### config.mk
export PLATFORM = sky130hd
export DESIGN_NAME = dmem_access_unit
export DESIGN_NICKNAME = d
export VERILOG_FILES = /design/src/rtl/dmem_pkg.sv /design/src/rtl/dmem_lane_unit.sv /design/src/rtl/dmem_access_unit.sv
export SDC_FILE = /design/constraint.sdc
export NUM_CORES = 1
export LEC_CHECK = 0
export CORE_AREA = 3 3 170 172
export DETAILED_ROUTE_END_ITERATION = 16
export DIE_AREA = 0 0 173 175
export PLACE_DENSITY = 0.85
export SLEW_MARGIN = 20
export SYNTH_ARGS = -nofsm -noshare
export SYNTH_HDL_FRONTEND = slang
export SYNTH_HIERARCHICAL = 1
export SYNTH_SLANG_ARGS = --single-unit
### constraint.sdc
create_clock -name in_clk -period 10.95 [get_ports in_clk]
set_input_delay 1.6425 -clock in_clk [delete_from_list [all_inputs] [get_ports in_clk]]
set_output_delay 1.6425 -clock in_clk [all_outputs]
set_load 0.02 [all_outputs]
### src/rtl/dmem_pkg.sv
// Shared definitions for the data-memory access unit.
//
// Purpose:
//   Holds the funct3 size and unsigned-flag constants, the FSM state enum,
//   and the default DMem capacity. Both dmem_access_unit and dmem_lane_unit
//   import this package.
//
// Contents:
//   DMEM_DW            data/address width (64)
//   MEM_BYTES_DEFAULT  default DMem capacity in bytes
//   F3_B..F3_D         funct3[1:0] access sizes (1/2/4/8 bytes)
//   F3_UNS             bit index of the unsigned-load flag in funct3
//   F3_ILLEGAL         the one funct3 value that no access uses
//   state_e            IDLE / READ / WRITE / DONE
package dmem_pkg;

  localparam int              DMEM_DW           = 64;
  localparam longint unsigned MEM_BYTES_DEFAULT = 64'd1048576;

  localparam logic [1:0] F3_B = 2'b00;
  localparam logic [1:0] F3_H = 2'b01;
  localparam logic [1:0] F3_W = 2'b10;
  localparam logic [1:0] F3_D = 2'b11;

  localparam int         F3_UNS     = 2;
  localparam logic [2:0] F3_ILLEGAL = 3'b111;

  typedef enum logic [1:0] {
    ST_IDLE  = 2'd0,
    ST_READ  = 2'd1,
    ST_WRITE = 2'd2,
    ST_DONE  = 2'd3
  } state_e;

endpackage

### src/rtl/dmem_lane_unit.sv
// Byte-lane logic for the data-memory access unit.
//
// Purpose:
//   Purely combinational. From the doubleword read at the access address,
//   it builds two results:
//     - the load value, sign- or zero-extended to 64 bits
//     - the store word for the read-modify-write of a sub-doubleword store
//
// Ports:
//   funct3_i  [2:0]   access size in [1:0]; bit 2 selects a zero-extending load
//   rdata_i   [63:0]  doubleword that DMem returns at the access address
//   wdata_i   [63:0]  store data; only the low 1/2/4/8 bytes are used
//   load_o    [63:0]  extended load result
//   store_o   [63:0]  store data in the low bytes, rdata_i in the upper bytes
module dmem_lane_unit
  import dmem_pkg::*;
(
  input  logic [2:0]  funct3_i,
  input  logic [63:0] rdata_i,
  input  logic [63:0] wdata_i,
  output logic [63:0] load_o,
  output logic [63:0] store_o
);

  // The extension bit is the top bit of the loaded field.
  // It is forced to 0 for unsigned loads.
  logic uns;

  assign uns = funct3_i[F3_UNS];

  // The access is little-endian from the base address, so the loaded or
  // stored field always lives in the low bytes of the doubleword.
  always_comb begin
    load_o  = rdata_i;
    store_o = wdata_i;
    case (funct3_i[1:0])
      F3_B: begin
        load_o  = {{56{rdata_i[7] & ~uns}}, rdata_i[7:0]};
        store_o = {rdata_i[63:8], wdata_i[7:0]};
      end
      F3_H: begin
        load_o  = {{48{rdata_i[15] & ~uns}}, rdata_i[15:0]};
        store_o = {rdata_i[63:16], wdata_i[15:0]};
      end
      F3_W: begin
        load_o  = {{32{rdata_i[31] & ~uns}}, rdata_i[31:0]};
        store_o = {rdata_i[63:32], wdata_i[31:0]};
      end
      default: begin
        load_o  = rdata_i;
        store_o = wdata_i;
      end
    endcase
  end

endmodule

### src/rtl/dmem_access_unit.sv
// Initiator side of the 64-bit byte-addressed data-memory interface.
//
// Purpose:
//   Takes one load or store request at a time from the execute stage and
//   turns it into DMem cycles.
//   - Loads: read once and extend the result.
//   - Doubleword stores: write directly.
//   - Byte, halfword and word stores: read, merge, then write back, because
//     DMem always writes 8 bytes.
//   - Illegal funct3 values and out-of-range addresses finish in one cycle
//     with out_err set, and never touch DMem.
//
// Ports:
//   in_clk, in_rst       clock (rising edge); reset (asynchronous, active-high)
//   in_req               request valid; taken only while out_ready is 1
//   in_we                1 = store, 0 = load
//   in_funct3 [2:0]      [1:0] size, [2] unsigned (loads only)
//   in_addr   [63:0]     byte address, any alignment
//   in_wdata  [63:0]     store data
//   out_ready            1 only in IDLE
//   out_done             one-cycle completion pulse
//   out_err              valid with out_done
//   out_rdata [63:0]     last successful load result
//   out_mem_addr  [63:0] DMem address
//   out_mem_data  [63:0] DMem write data
//   out_mem_wr_en        DMem write enable, high only in WRITE
//   in_mem_data   [63:0] DMem combinational read data
module dmem_access_unit
  import dmem_pkg::*;
#(
  parameter int              DATA_WIDTH = DMEM_DW,
  parameter longint unsigned MEM_BYTES  = MEM_BYTES_DEFAULT
) (
  input  logic                  in_clk,
  input  logic                  in_rst,
  input  logic                  in_req,
  input  logic                  in_we,
  input  logic [2:0]            in_funct3,
  input  logic [DATA_WIDTH-1:0] in_addr,
  input  logic [DATA_WIDTH-1:0] in_wdata,
  output logic                  out_ready,
  output logic                  out_done,
  output logic                  out_err,
  output logic [DATA_WIDTH-1:0] out_rdata,
  output logic [DATA_WIDTH-1:0] out_mem_addr,
  output logic [DATA_WIDTH-1:0] out_mem_data,
  output logic                  out_mem_wr_en,
  input  logic [DATA_WIDTH-1:0] in_mem_data
);

  // Highest legal base address. Every access touches 8 bytes in DMem, even
  // when only some of them are used.
  localparam logic [63:0] ADDR_LIMIT = 64'(MEM_BYTES) - 64'd8;

  state_e      state_q, state_d;
  logic        we_q;
  logic [2:0]  funct3_q;
  logic [63:0] addr_q;
  logic [63:0] wdata_q;
  logic        err_q;
  logic [63:0] rdata_q;
  logic [63:0] mem_data_q;

  logic        accept;
  logic        req_err;
  logic        req_dword;
  logic [63:0] load_val;
  logic [63:0] store_word;

  assign accept    = in_req & (state_q == ST_IDLE);
  assign req_dword = (in_funct3[1:0] == F3_D);

  // A store with the unsigned flag has no meaning. The address check is an
  // unsigned 64-bit compare, so wrapped addresses are also caught.
  assign req_err = (in_funct3 == F3_ILLEGAL)
                 | (in_we & in_funct3[F3_UNS])
                 | (in_addr > ADDR_LIMIT);

  dmem_lane_unit u_lane (
    .funct3_i (funct3_q),
    .rdata_i  (in_mem_data),
    .wdata_i  (wdata_q),
    .load_o   (load_val),
    .store_o  (store_word)
  );

  // State register
  always_ff @(posedge in_clk or posedge in_rst) begin
    if (in_rst) begin
      state_q <= ST_IDLE;
    end else begin
      state_q <= state_d;
    end
  end

  // Next-state logic.
  // Doubleword stores skip READ, because no existing bytes need to survive.
  always_comb begin
    state_d = state_q;
    case (state_q)
      ST_IDLE: begin
        if (accept) begin
          if (req_err) begin
            state_d = ST_DONE;
          end else if (in_we && req_dword) begin
            state_d = ST_WRITE;
          end else begin
            state_d = ST_READ;
          end
        end
      end
      ST_READ:  state_d = we_q ? ST_WRITE : ST_DONE;
      ST_WRITE: state_d = ST_DONE;
      ST_DONE:  state_d = ST_IDLE;
      default:  state_d = ST_IDLE;
    endcase
  end

  // Output decode.
  // The write enable depends on state only, so no input can glitch it high.
  always_comb begin
    out_ready     = (state_q == ST_IDLE);
    out_done      = (state_q == ST_DONE);
    out_err       = (state_q == ST_DONE) & err_q;
    out_mem_wr_en = (state_q == ST_WRITE);
  end

  assign out_rdata    = rdata_q;
  assign out_mem_addr = addr_q;
  assign out_mem_data = mem_data_q;

  // Request latches and datapath registers.
  // - mem_data_q is loaded at accept for a doubleword store.
  // - Otherwise mem_data_q is loaded at the end of READ, so that it is
  //   stable for the whole WRITE cycle.
  // - rdata_q changes only when a load completes its READ.
  always_ff @(posedge in_clk or posedge in_rst) begin
    if (in_rst) begin
      we_q       <= 1'b0;
      funct3_q   <= 3'b000;
      addr_q     <= 64'd0;
      wdata_q    <= 64'd0;
      err_q      <= 1'b0;
      rdata_q    <= 64'd0;
      mem_data_q <= 64'd0;
    end else begin
      if (accept) begin
        we_q     <= in_we;
        funct3_q <= in_funct3;
        addr_q   <= in_addr;
        wdata_q  <= in_wdata;
        err_q    <= req_err;
        if (in_we && req_dword && !req_err) begin
          mem_data_q <= in_wdata;
        end
      end
      if (state_q == ST_READ) begin
        if (we_q) begin
          mem_data_q <= store_word;
        end else begin
          rdata_q <= load_val;
        end
      end
    end
  end

endmodule

# Yosys cells after proc, flatten, opt, wreduce, memory -nomap -nowiden
# Cells that the tools add are included.
# word_totals
out_inout_bits,196
latchBits,0
ramBits,0
memories,0
input_bits,199
wordCells,44
reg_bits,263
romBits,0
# classes
multipliers,0
n_addsub,0
order_cmp,1
n_eq_ne,8
shifts,0
mux,11
div_mod_pow,0
n_bitwise,10
reduce_logical,6
# op_table
op,n
$pmux W64 S3,2
$mux W64,4
$gt A64 B20 Y1 const B,1
$eq A2 B2 Y1 const B,4
$pmux W2 S4,1
$and A1 B1 Y1,6
$mux W2,3
$eq A2 B1 Y1 const B,2
$logic_not A2 Y1,2
$eq A3 B3 Y1 const B,1
$logic_and A1 B1 Y1,2
$ne A2 B1 Y1 const B,1
$not A1 Y1,2
$or A1 B1 Y1,2
$reduce_and A2 Y1,1
$logic_not A1 Y1,1
$mux W1,1

# Depth between registers and ports, before layout
# Gate-level depths: netlist of run 1.
# logic_depth
depth_word,9
ltp_mapped,9

# Modules after synthesis
# Netlist of run 1, hierarchy kept.
# modules_own_cells
mod,area_each_um2,instances,cells_per_inst
dmem_access_unit,11484.8,1,1202
dmem_lane_unit,1614.0,1,213

# Worst setup path after synthesis of run 1
# Ideal clock, no wire load.
# synth_path
kind,in2reg
start,input port in_addr[36]
end,"register mem_data_q[36], in the netlist out_mem_data[36]"
path_stages,7
path_buffers,2
path_slack_ns,7.913
required_time_ns,10.809
t_arrival_ns,2.896
setup_ns,0.141
path_cell_list,nor4_1 -> nand3_1 -> a211o_1 -> buf_4 -> buf_6 -> o31ai_1 -> a31oi_1
# synth_between
elab_chain_len,8
# synth_lines
item,line,text
from (decl),dmem_access_unit.sv:39,"input logic [DATA_WIDTH-1:0] in_addr,"
$gt A64 B20 Y1 (*),dmem_access_unit.sv:77,| (in_addr > ADDR_LIMIT);
$or A1 B1 Y1 (*),dmem_access_unit.sv:77,
$logic_not A1 Y1 (*),dmem_access_unit.sv:153,if (in_we && req_dword && !req_err) begin
$logic_and A1 B1 Y1 (*),dmem_access_unit.sv:153,
$mux W64 (*),dmem_access_unit.sv:153,
$mux W64 (*),dmem_access_unit.sv:147,if (accept) begin
$mux W64,dmem_access_unit.sv:158,if (we_q) begin
$mux W64 (*),dmem_access_unit.sv:157,if (state_q == ST_READ) begin
to (signal assigned),dmem_access_unit.sv:154,mem_data_q <= in_wdata;
to (signal assigned),dmem_access_unit.sv:159,mem_data_q <= store_word;
to (decl),dmem_access_unit.sv:62,logic [63:0] mem_data_q;
# Mark *: on every way between the ends. The rest lies on a longest branch, timed or not.
# A chain may end at the register's enable or synchronous reset.

# Worst setup path after layout of run 1
# layout_path
start,input port in_req
end,"register mem_data_q[8], in the netlist out_mem_data[8]"
# layout_between
elab_chain_len,4
# layout_lines
item,line,text
from (decl),dmem_access_unit.sv:36,"input logic in_req,"
$and A1 B1 Y1 (*),dmem_access_unit.sv:70,assign accept = in_req & (state_q == ST_IDLE);
$mux W64 (*),dmem_access_unit.sv:147,
$mux W64,dmem_access_unit.sv:158,
$mux W64 (*),dmem_access_unit.sv:157,
# Marks and branches as above.

==> impl_metrics.tcl, run 1 <==
set metrics [dict create \
    yosysSeqAreaShare 0.502 \
    cts.sinks 263 \
    final_area_um2 18000 \
    place_area_um2 17000 \
    drive_above_1_share 0.118 \
    status "complete, no violations" \
    areaGrowthSynthToFinish_pct 37.8 \
    met1_usage 0.334 \
    grt_use_met2 0.462 \
    cp_max_fo 109 \
    ir_worst_vdd_mv 0.192 \
    tightest_slew_ns 1.05 \
    antenna_found_initial 1 \
    postCtsHoldBufs 0 \
    nFillCells 2194 \
    path_class "in2reg" \
    post-cts-setup-buffers 0 \
    core_um2 27600 \
    synth_edf_count 0 \
    boundaryPins 395 \
    rsz0062_at_grt "no" \
    clk_path_buf_depth 3 \
    clk_latency_ns 0.54 \
    yosys_warnings 6 \
    finalHoldViolCount 0 \
    syn_area_um2 13100 \
    timing.setup.tns_ns 0 \
    dpl.hpwl_mm 28.0 \
    cts_max_level 1 \
    finClkSkew_ns 0.00798 \
    drtAntennaViolNets 0 \
    die_height_um 175 \
    clkTransAtPathRegs_ns 0.06 \
    syn_inst 1415 \
    io_buffer_count 394 \
    dr.pass1.iters 5 \
    required_ns 11.41 \
    die_area_um2 30300 \
    drv_cap 0 \
    wl_per_cell_um 20.3 \
    fmax_mhz 240 \
    power.density_nw_per_um2 292 \
    grt_overflow 0 \
    vias 12085 \
    grt-busiest-layer "met2" \
    max-slew-margin-rel 0.298 \
    crit_chain "clkdlybuf4s50_1 -> inv_1 -> nor2_4 -> buf_4 -> buf_4 -> and3_1 -> nand4_1 -> a31oi_1" \
    async_reset_ff_frac 1.00 \
    synth_ff_type "dfrtp_1" \
    cp-start-kind "input port" \
    grt_pass1_wl_mm 67.6 \
    grt_use_total 0.274 \
    slew_violations 0 \
    worstSetupEndpointType "flip-flop" \
    nets 1913 \
    start_util 0.474 \
    first_iter_violations 1157 \
    path_common_cell "buf_4" \
    ctsResizeCount 0 \
    cp.buffers_inverters 4 \
    synth_area_per_cell_um2 9.26 \
    ys_types 35 \
    vias_per_cell 5.73 \
    ys_ff_latch 263 \
    crit_arrival_ns 4.63 \
    leakage_nw 8.02 \
    period_minus_slack_ns 4.17 \
    cts_buffers 29 \
    die-width_um 173 \
    critPathSlowestCell "buf_4" \
    wl_mm 42.8 \
    place_congestion 0.894 \
    cts_tree "built" \
    cp_slowest_stage_delay_ns 0.80 \
    finalSetupViolCount 0 \
    drc 0 \
    min_path_type "reg2reg" \
    root_buffer "clkbuf_16" \
    period_share 0.380 \
    met3_usage 0.0674 \
    rows 61 \
    grt_max_degree 121 \
    syn_nets 1618 \
    grt_pass1_vias 12440 \
    cp_top_family "buffers and inverters" \
]
==> sequential cells by signal (all words and copies together), names as in the netlist <==
signal / count
state_q: 2
out_mem_addr: 64
wdata_q: 64
out_rdata: 64
we_q: 1
out_mem_data: 64
err_q: 1
funct3_q: 3
==> final timing paths <==
kind | slack [ns] | depth (start not counted) | endpoint | start
setup / recovery | 6.78 | 8 | out_mem_data[8] | in_req
hold / removal | 0.47 | 2 | wdata_q[50] | wdata_q[50]
setup reg to reg | 7.64 | 9 | out_mem_data[8] | state_q[0]
hold reg to reg | 0.47 | 2 | wdata_q[50] | wdata_q[50]
max in group asynchronous | 7.29 | 4 | wdata_q[44] | in_rst
min in group asynchronous | 1.64 | 2 | out_mem_addr[32] | in_rst
==> where the power goes <==
group / switching [mW] / total [mW] / leakage (nW) / internal [mW]
clock: 0.390 / 1.02 / 0.499 / 0.626
sequential: 0.324 / 1.77 / 3.18 / 1.44
combinational: 1.32 / 2.49 / 4.34 / 1.17
==> placed cells by master, fill, tap and decap left out, types with 3 or more instances in the layout <==
master,n
a21o_1,9
a31oi_1,64
and3_1,64
buf_4,14
bufinv_16,3
clkbuf_1,3
clkbuf_16,29
clkbuf_8,11
clkdlybuf4s50_1,394
dfrtp_1,261
ha_1,4
inv_1,4
mux2_2,117
nand2_1,417
nand3_1,34
nand4_1,69
nor2_1,69
nor4_1,13
o211ai_1,31
o21ai_0,20
o31ai_1,65
==> synth_stat cells (2+ instances only) <==
cell      instances  area share
a21o_1           10      0.0057
a31oi_1          64       0.031
and3_1           65       0.031
buf_2            35       0.013
buf_4            17      0.0097
buf_6            10      0.0086
clkbuf_1         84       0.024
dfrtp_1         263        0.50
ha_1              4      0.0038
inv_1             5      0.0014
mux2_2          117        0.10
mux2_4            2      0.0023
nand2_1         420        0.12
nand3_1          35       0.013
nand4_1          69       0.033
nor2_1           70       0.020
nor3_1            2     0.00076
nor4_1           13      0.0062
o211ai_1         31       0.018
o21ai_0          20      0.0076
o31ai_1          65       0.037
==> worst min-delay path, cell delays in order, from the launching register on <==
cell	delay [ns]
dfrtp_1	0.34
nand2_1	0.05
nand2_1	0.05
==> cell families (layout without fill, tap and decap cells) <==
group | after synthesis | count (layout) | synth area share
buffers and inverters | 152 | 466 | 0.0575
flip-flops | 263 | 263 | 0.502
AND/OR/NAND/NOR | 682 | 682 | 0.230
AO/OA/AOI/OAI | 193 | 193 | 0.101
adder cells (fa/ha/maj) | 4 | 4 | 0.00382
multiplexers | 121 | 121 | 0.104
other | 0 | 1 | 0
==> through the flow <==
stage	util	total power [mW]	worst slack, ns	instances	hold WS [ns]
2_1_floorplan	-	3.17	2.07	1415	0.438
3_3_place_gp	0.614	4.15	6.25	2055	0.452
3_5_place_dp	0.614	4.24	6.12	2055	0.459
4_1_cts	0.651	5.28	6.73	2105	0.473
5_1_grt	0.653	5.57	6.52	2108	0.495
6_report	0.653	5.27	6.78	2108	0.469
==> area by class of cell <==
type / count / area [µm²] / share of cell area
Antenna cell: 1 / 2.50 / 0.000139
Clock buffer: 43 / 888 / 0.0492
Clock inverter: 7 / 118 / 0.00652
Inverter: 5 / 26.3 / 0.00146
Multi-Input combinational cell: 1000 / 5840 / 0.324
Sequential cell: 263 / 6580 / 0.365
Tap cell: 378 / 473 / 0.0262
Timing Repair Buffer: 411 / 4120 / 0.228
==> metal layers <==
metal | routed length [µm] | up-vias
met1 | 16300 | 5781
met3 | 3890 | 115
met5 | 0 | -
met4 | 1870 | 0
li1 | - | 5514
met2 | 20700 | 675
(Power assumes the default switching activity.)
==> run 2, diff against run 1 <==
--- a/config.mk
+++ b/config.mk
@@ -5,10 +5,10 @@
 export SDC_FILE = /design/constraint.sdc
 export NUM_CORES = 1
 export LEC_CHECK = 0
-export CORE_AREA = 3 3 170 172
+export CORE_AREA = 3 3 179 181
 export DETAILED_ROUTE_END_ITERATION = 16
-export DIE_AREA = 0 0 173 175
-export PLACE_DENSITY = 0.85
+export DIE_AREA = 0 0 182 184
+export PLACE_DENSITY = 0.81
 export SLEW_MARGIN = 20
 export SYNTH_ARGS = -nofsm -noshare
 export SYNTH_HDL_FRONTEND = slang
==> constraint.sdc (replaced) <==
create_clock -name in_clk -period 3.52 [get_ports in_clk]
set_input_delay 0.528 -clock in_clk [delete_from_list [all_inputs] [get_ports in_clk]]
set_output_delay 0.528 -clock in_clk [all_outputs]
set_load 0.02 [all_outputs]
==> run 2 against run 1 <==
  * Via count grew 3.0%
  * Sequential cell count is the same
  * Design area up 1.4%
  * Combinational power grew to 3.2 times the previous value
  * Routed wire length increased by 7.6%
  * Critical path depth down 4
  * Sequential power grew to 3.1 times the previous value
  * Global-route usage decreased by 0.84 points
==> impl_metrics.tcl, run 2 (synthesis results as in run 1) <==
set metrics [dict create \
    drive_above_1_share 0.125 \
    reg2reg_to "out_rdata[31]" \
    antenna_found_initial 2 \
    min_path_type "in2async" \
    start_util 0.428 \
    root_buffer "clkbuf_16" \
    path_class "reg2reg" \
    grt_overflow 0 \
    final_cell_mix "nand2_1, clkdlybuf4s50_1, dfrtp_1" \
    finClkSkew_ns 0.0220 \
    max-slew-margin-rel 0.343 \
    final_util 0.598 \
    rrSetupSlack_ns 1.0 \
    place_congestion 0.867 \
    cts.sinks 263 \
    grt_pass1_vias 12849 \
    worstSetupEndpointType "flip-flop" \
    finalSetupViolCount 0 \
    period_minus_slack_ns 2.52 \
    ff2ff_path_depth 4 \
    fmax_mhz 396 \
    cp_max_fo 44 \
    cp.buffers_inverters 1 \
    mostFrequentLayoutCell "nand2_1" \
    ctsResizeCount 0 \
    die_height_um 184 \
    status "complete, no violations" \
    io_buffer_count 394 \
    clk_latency_ns 0.56 \
    cp-start-kind "flip-flop" \
    post-cts-setup-buffers 0 \
    leakage_nw 8.13 \
    finalHoldViolCount 0 \
    boundaryPins 395 \
    crit_path_end "out_rdata[31]" \
    drtAntennaViolNets 0 \
    vias 12448 \
    cp_slowest_stage_delay_ns 1.01 \
    postCtsHoldBufs 0 \
    ir_worst_vdd_mv 0.553 \
    die_area_um2 33500 \
    power.density_nw_per_um2 908 \
    clk_path_buf_depth 3 \
    fin_hold_ws_ns 0.415 \
    die-width_um 182 \
    tightest_slew_ns 0.986 \
    grt_use_total 0.265 \
    r2r_start "funct3_q[1]" \
    dpl.hpwl_mm 30.1 \
    rsz0062_at_grt "no" \
    timing.setup.tns_ns 0 \
    drc 0 \
    cts_max_level 1 \
    cts_tree "built" \
    period_share 0.717 \
    required_ns 3.96 \
    startpoint "funct3_q[1]" \
    clkTransAtPathRegs_ns 0.06 \
    drv_cap 0 \
    grt_pass1_wl_mm 71.6 \
    crit_arrival_ns 2.96 \
    cts_buffers 30 \
    rows 64 \
    areaGrowthSynthToFinish_pct 39.7 \
    power.total_mw 16.6 \
    wl_mm 46.0 \
    cp.depth 4 \
    nets 1927 \
    grt_max_degree 119 \
    crit_chain "or2_2 -> buf_4 -> o21ai_0 -> mux2_2" \
    first_iter_violations 982 \
    wl_per_cell_um 21.4 \
    critPathSlowestCell "dfrtp_2" \
    core_um2 30600 \
    slew_violations 0 \
    vias_per_cell 5.80 \
    dr.pass1.iters 5 \
    cp_top_family "flip-flops" \
]
[run 2: cell count changes in the layout (fill, tap and decap cells not counted), moves of 2 or more]
cell / change
buf_12: +12
buf_4: +4
clkbuf_1: +4
clkbuf_8: -4
clkinv_2: +3
buf_16: -2
clkbuf_16: +2
clkinvlp_4: +2
diode_2: +2
[run 2: worst reg2reg max path: cells and delay by family (launching register included)]
family | cells | cell delay (ns)
AOI/OAI and AO/OA | 1 | 0.14
buffers and inverters | 1 | 0.35
DFF | 1 | 1.01
muxes | 1 | 0.31
and+or+nand+nor | 1 | 0.61
[run 2: power by group]
group	leakage, nW	switching [mW]	total, mW	internal (mW)
sequential	3.18	0.956	5.45	4.49
clock	0.507	1.27	3.24	1.97
combinational	4.44	4.24	7.92	3.68
total	8.13	6.47	16.6	10.1
[run 2: routing by layer]
| metal | vias to the layer above | track usage | share of wire |
|---|---|---|---|
| met5 | - | 0 | 0 |
| met2 | 681 | 0.456 | 0.49 |
| li1 | 5542 | - | - |
| met3 | 121 | 0.0667 | 0.096 |
| met1 | 6104 | 0.318 | 0.37 |
| met4 | 0 | 0.112 | 0.039 |
[run 2: worst min-delay path by stage]
| stage | start | to | slack, ns |
|---|---|---|---|
| after floorplan | err_q | err_q | 0.44 |
| after global placement | wdata_q[29] | wdata_q[29] | 0.45 |
| after detailed placement | wdata_q[18] | wdata_q[18] | 0.46 |
| after CTS | in_rst | out_mem_addr[38] | 0.40 |
| after global routing | in_rst | wdata_q[22] | 0.43 |
| final | in_rst | out_rdata[13] | 0.42 |
[run 2: layout make-up]
type	instances	area (µm²)
diodes	3	7.51
clock buffers	45	898
clock inverters	10	131
fillers	2517	12300
inverters	5	22.5
multi-input cells	1000	5840
flip-flops and latches	263	6580
well taps	396	495
repair buffers	424	4320
[run 2: per-stage QoR]
| stage | std cells | setup slack [ns] | area, µm² |
|---|---|---|---|
| after floorplan | 1415 | -0.478 | 13100 |
| after global placement | 2088 | 0.781 | 17300 |
| after detailed placement | 2088 | 0.704 | 17300 |
| after CTS | 2143 | 0.975 | 18300 |
| after global routing | 2145 | 0.900 | 18300 |
| final | 2146 | 0.997 | 18300 |
